**config.mk**
```make
export PLATFORM = sky130hd
export DESIGN_NAME = demux_tdm
export DESIGN_NICKNAME = d
export VERILOG_FILES = /design/src/rtl/demux_tdm.sv
export SDC_FILE = /design/constraint.sdc
export NUM_CORES = 1
export LEC_CHECK = 0
export ABC_CLOCK_PERIOD_IN_PS = 2000
export CAP_MARGIN = 20
export CORE_MARGIN = 1
export CORE_UTILIZATION = 47
export CTS_CLUSTER_SIZE = 20
export DETAILED_ROUTE_END_ITERATION = 16
export PLACE_DENSITY = 0.83
export SETUP_SLACK_MARGIN = 0.5
export SLEW_MARGIN = 5
export SYNTH_ARGS = -nofsm -noshare
export SYNTH_HDL_FRONTEND = slang
export SYNTH_SLANG_ARGS = --single-unit
```
**constraint.sdc**
```tcl
create_clock -name clk -period 2 [get_ports clk]
set_input_delay 0.4 -clock clk [delete_from_list [all_inputs] [get_ports clk]]
set_output_delay 0.4 -clock clk [all_outputs]
set_load 0.01 [all_outputs]
```
**src/rtl/demux_tdm.sv**
```systemverilog
// Time-division demultiplexer: steers an upstream 4:1 mux via S, samples its serial
// output Y once per enabled cycle and rebuilds the parallel word D, one frame per N slots.
//
//   state      | meaning
//   SLOT0      | idle or frame start, nothing of the current frame captured (S == 0)
//   SLOTk      | slots 0..k-1 captured, sampling slot k on the next enabled edge
//   SLOT(N-1)  | last slot; the next enabled edge completes the frame and wraps
module demux_tdm #(
  parameter int N     = 4,
  parameter int SEL_W = 2
) (
  input  logic             clk,
  input  logic             rst,
  input  logic             en,
  input  logic             sync,
  input  logic             Y,
  output logic [SEL_W-1:0] S,
  output logic [N-1:0]     D,
  output logic             valid,
  output logic             busy,
  output logic [7:0]       frame_cnt
);

  localparam logic [SEL_W-1:0] LAST_SLOT = SEL_W'(N - 1);

  logic [SEL_W-1:0] r_s;
  logic [N-1:0]     r_shadow;
  logic [N-1:0]     r_d;
  logic             r_valid;
  logic             r_busy;
  logic [7:0]       r_frame_cnt;

  logic [SEL_W-1:0] w_s_nxt;
  logic [N-1:0]     w_shadow_nxt;
  logic [N-1:0]     w_d_nxt;
  logic             w_valid_nxt;
  logic             w_busy_nxt;
  logic [7:0]       w_frame_cnt_nxt;
  logic             w_last;

  assign w_last = (r_s == LAST_SLOT);

  always_comb begin
    w_s_nxt         = r_s;
    w_shadow_nxt    = r_shadow;
    w_d_nxt         = r_d;
    w_valid_nxt     = 1'b0;
    w_busy_nxt      = r_busy;
    w_frame_cnt_nxt = r_frame_cnt;
    if (sync) begin
      w_s_nxt      = '0;
      w_shadow_nxt = '0;
      w_busy_nxt   = 1'b0;
    end else if (en) begin
      w_shadow_nxt[r_s] = Y;
      if (w_last) begin
        // completed word: current bit lands in the MSB, earlier slots below it
        w_d_nxt         = w_shadow_nxt;
        w_s_nxt         = '0;
        w_busy_nxt      = 1'b0;
        w_valid_nxt     = 1'b1;
        w_frame_cnt_nxt = r_frame_cnt + 8'd1;
      end else begin
        w_s_nxt    = r_s + 1'b1;
        w_busy_nxt = 1'b1;
      end
    end
  end

  always_ff @(posedge clk) begin
    if (rst) begin
      r_s         <= '0;
      r_shadow    <= '0;
      r_d         <= '0;
      r_valid     <= 1'b0;
      r_busy      <= 1'b0;
      r_frame_cnt <= 8'd0;
    end else begin
      r_s         <= w_s_nxt;
      r_shadow    <= w_shadow_nxt;
      r_d         <= w_d_nxt;
      r_valid     <= w_valid_nxt;
      r_busy      <= w_busy_nxt;
      r_frame_cnt <= w_frame_cnt_nxt;
    end
  end

  assign S         = r_s;
  assign D         = r_d;
  assign valid     = r_valid;
  assign busy      = r_busy;
  assign frame_cnt = r_frame_cnt;

endmodule

```
=== After elaboration in Yosys (flattened, before gate mapping) ===
Cells that the tools add are included.

* Flip-flop bits (word level): 20
* Word-level logic and storage cells: 23
* Input port bits: 5
* Output and inout bits: 16

* Order comparisons: 2
* Muxes and demuxes: 6
* Bitwise operators: 2
* Equality and inequality tests: 1
* Reductions and logical operators: 4
* Add/subtract/negate cells: 2

{| class="wikitable"
|+ Operators with widths
! cell !! number
|-
| $add A8 B1 Y8 const B || 1
|-
| $bwmux W4 || 1
|-
| $lt A2 B3 Y1 const B || 1
|-
| $mux W1 || 3
|-
| $reduce_and A3 Y1 || 1
|-
| $reduce_or A3 Y1 || 1
|-
| $add A2 B1 Y2 const B || 1
|-
| $demux W1 S2 || 1
|-
| $eq A2 B2 Y1 const B || 1
|-
| $ge A2 B1 Y1 const B || 1
|-
| $mux W2 || 1
|-
| $not A1 Y1 || 2
|-
| $reduce_or A2 Y1 || 1
|-
| $logic_and A1 B1 Y1 || 1
|}

=== Longest topological paths before layout ===
* Word-level depth: 5
* Gate-level depth with buffers: 5
* Gate-level depth less buffers: 5

=== Least setup slack after synthesis ===
Ideal clock, no wire load.

* Path type: flip-flop to flip-flop
* From: register r_s[0] (netlist: S[0])
* To: register r_frame_cnt[7] (netlist: frame_cnt[7])
* Path buffers: 0
* Setup slack: 442 ps
* Data arrival time: 1489 ps
* Required time: 1930 ps
* Cell stages (with the launch flop): 5
* Library setup time: 70 ps
* Period minus slack after synthesis: 1558 ps
* Path through: dfxtp_1 > ha_1 > nand4b_4 > or4_1 > a21oi_1

* Cells in the longest elaborated chain, start to end: 2

{| class="wikitable"
|+ RTL lines
! element !! line !! text
|-
| start, declared || 26 || <nowiki>logic [SEL_W-1:0] r_s;</nowiki>
|-
| start signal, assigned || 79 || <nowiki>r_s <= w_s_nxt;</nowiki>
|-
| $eq A2 B2 Y1 || 41 || <nowiki>assign w_last = (r_s == LAST_SLOT);</nowiki>
|-
| named net w_last || 39 || <nowiki>logic w_last;</nowiki>
|-
| $reduce_and A3 Y1 (no source line) || -- ||
|-
| end signal, assigned || 84 || <nowiki>r_frame_cnt <= w_frame_cnt_nxt;</nowiki>
|-
| end, declared || 31 || <nowiki>logic [7:0] r_frame_cnt;</nowiki>
|}

The timed path passes the listed nets, and every way through them passes these cells.
A chain may end at the register's enable or synchronous reset.

=== Worst setup path in the final report ===
Ends and elaborated chain as after synthesis.

==> metrics.txt <==
top-area cell type share of the netlist area 0.438; Reg clk slew, reported paths approximately 110 ps; overall power 0.624 mW; count leader, synth dfxtp_1; final instance area between 0.001 and 0.0015 sq mm; RSZ-0062 raised after global routing false; DP Worst Slack about 140 ps; register area 395 sq um; maxcap violations 0; number of enable flip-flop cells after synthesis 0; final worst path period share 0.704; Placed Area 0.00112 sq mm; mapped cell area between 800 and 900 sq um; core area about 0.0017 sq mm; Synth Area in Simple Gates 0.259; Worst Path Max Fanout 6; mux cell area share after synthesis 0.0576; area leader, netlist dfxtp_1; Arrival @ worst endpoint ~1600 ps; Slew Viols, Final 0; share of cells above drive strength 1 0.160; fin worst setup slack approximately 590 ps; DRC 0; Die Wd ~45 microns; Mapped Nets roughly 110; Async SR Flop Fraction 0; Setup TNS 0 ps; CP required 2240 ps; IO Pins 21; min Tclk post-route approximately 1400 ps; Synth Register Bits 19; Synth Area in Adders 0.0720; Gate Count Post-Synth between 90 and 100; Routed WL around 1700 microns; per-cell routed wire length between 10 and 15 microns; Crit. End Element flop; Worst slew margin 0.827; clk root buf clkbuf_4; CTS tree yes; Nets 130; Setup CP Type flop to flop; Synth cell types 26; Max Freq just over 700 MHz; number of global-route vias before repair between 600 and 700; row count 15; Post-CTS Hold Fix Bufs 0; Slew @ Worst Pin roughly 260 ps; Final Hold Viols 0; status completed; hpwl dp between 1000 and 1500 microns; Synth Area in XOR/XNOR 0.0202; CTS buffer count 3; peak supply drop between 0.0003 and 0.0004 V; port bufs 20; kind of start point of the critical path flop; Min-Delay Path Class flop to flop; Setup Skew between 6 and 7 ps; Final Wtd Congestion 0.734; combinational family with the most area after synthesis simple AND/OR/NAND/NOR gates; Pwr Density around 550 mW/mm^2; DIE AREA between 0.002 and 0.0025 sq mm; Synth Area per Inst ~9.0 sq um; WHS around 470 ps; # setup viols final 0; placed insts 140; Routed Antenna Nets 0; worst skew pair latency ~300 ps; largest net degree at the start of global routing 14; Ys Warns 0; Max Root-Sink Buffers 2; antenna violations before repair 0; CTS H-Tree Depth 1; P&R area growth vs syn 31.7%; via count around 770; remaining global-route overflow 0; GRT Util Overall 0.178; top cells by area, synth dfxtp_1 44%, ha_1 7.2%, nand2_1 6.5%, mux2i_1 5.8%, a21oi_1 5.2%; Detailed Route Iter0 Violations 14; Pre-antenna DRT Iters 4; drt via density roughly 5.4; Die H roughly 45 microns; commonest cells in the netlist 19 x dfxtp_1, 15 x nand2_1, 10 x nor2_1; clk sink count 19; Finished Core Util 0.662; Seq/Total Area, Yosys 0.438; Synth Area in Compound Gates 0.112; Initial Util 0.503; Fill cells between 150 and 200; ANT cells 0; LEAKAGE about 0.50 nW; area of the multi-input gates 465 sq um; fin cells approximately 140; first-pass GRT wire length about 2600 microns; most used flip-flop cell after synthesis dfxtp_1
kinds of logic (layout without fill, tap and decap cells):
logic type               after synthesis  in the layout
buffers and inverters                  7             29
multiplexers                           5              5
adder cells (fa/ha/maj)                5              5
AND/OR/NAND/NOR                       42             42
AO/OA/AOI/OAI                         17             17
flip-flops                            19             19
XOR/XNOR                               2              2
what timing repair did:
action,CTS,global route
pin swaps,0,0
buffers inserted,0,0
gates resized for setup,27,1
setup endpoints to repair,21,1
cell usage in the layout (no fill, tap or decap), drive strengths merged:
| master | count |
|---|---|
| and3b | 1 |
| or4 | 3 |
| inv | 2 |
| a211oi | 3 |
| dlygate4sd2 | 17 |
| xor2 | 1 |
| nor3b | 1 |
| nor2 | 10 |
| nand3b | 1 |
| clkbuf | 3 |
| dfxtp | 19 |
| buf | 3 |
| xnor2 | 1 |
| clkinv | 1 |
| o21ai | 3 |
| ha | 5 |
| nand4b | 2 |
| dlymetal6s2s | 1 |
| mux2i | 5 |
| nand4 | 1 |
| or3 | 2 |
| clkdlybuf4s50 | 2 |
| o31ai | 2 |
| nor2b | 1 |
| nand2 | 15 |
| a21oi | 9 |
| nand3 | 4 |
| or2 | 1 |
flip-flops by register name, indices dropped and copies added, names as in the netlist:
| name | count |
|---|---|
| valid | 1 |
| r_shadow | 3 |
| D | 4 |
| busy | 1 |
| S | 2 |
| frame_cnt | 8 |
metal layers:
layer / GRT usage / vias up / part of all wire / wire length, microns
li1: - / 384 / - / -
met1: 0.205 / 364 / 0.44 / 736
met2: 0.307 / 20 / 0.49 / 814
met3: 0.0360 / 5 / 0.042 / 70
met4: 0.0970 / 0 / 0.022 / 36
met5: 0 / - / 0 / 0
path summary, 6_finish.rpt:
path / start / end / slack [ps] / depth (start not counted)
setup / recovery: S[0] / frame_cnt[7] / 590 / 4
hold / removal: r_shadow[0] / r_shadow[0] / 470 / 2
setup reg to reg: S[0] / frame_cnt[7] / 590 / 4
hold reg to reg: r_shadow[0] / r_shadow[0] / 470 / 2
power breakdown:
group	total, mW	internal, mW	switching, mW
logic	0.0485	0.0240	0.0244
registers	0.383	0.379	0.00347
clock network	0.193	0.0746	0.118
total	0.624	0.478	0.146
worst max-delay path: stages, from the launching register on:
cell and delay, ps:
dfxtp_4 400, ha_4 180, nand4b_4 120, or4_1 510
a21oi_1 140
cell type report:
type | count | share of cell area
sequential | 19 | 0.346
multi-input combinational | 71 | 0.407
inverter | 2 | 0.00656
tap | 25 | 0.0274
clock inverter | 1 | 0.00438
clock buffer | 3 | 0.0197
timing repair buffer | 23 | 0.189
Power figures use the tool's default switching activity.
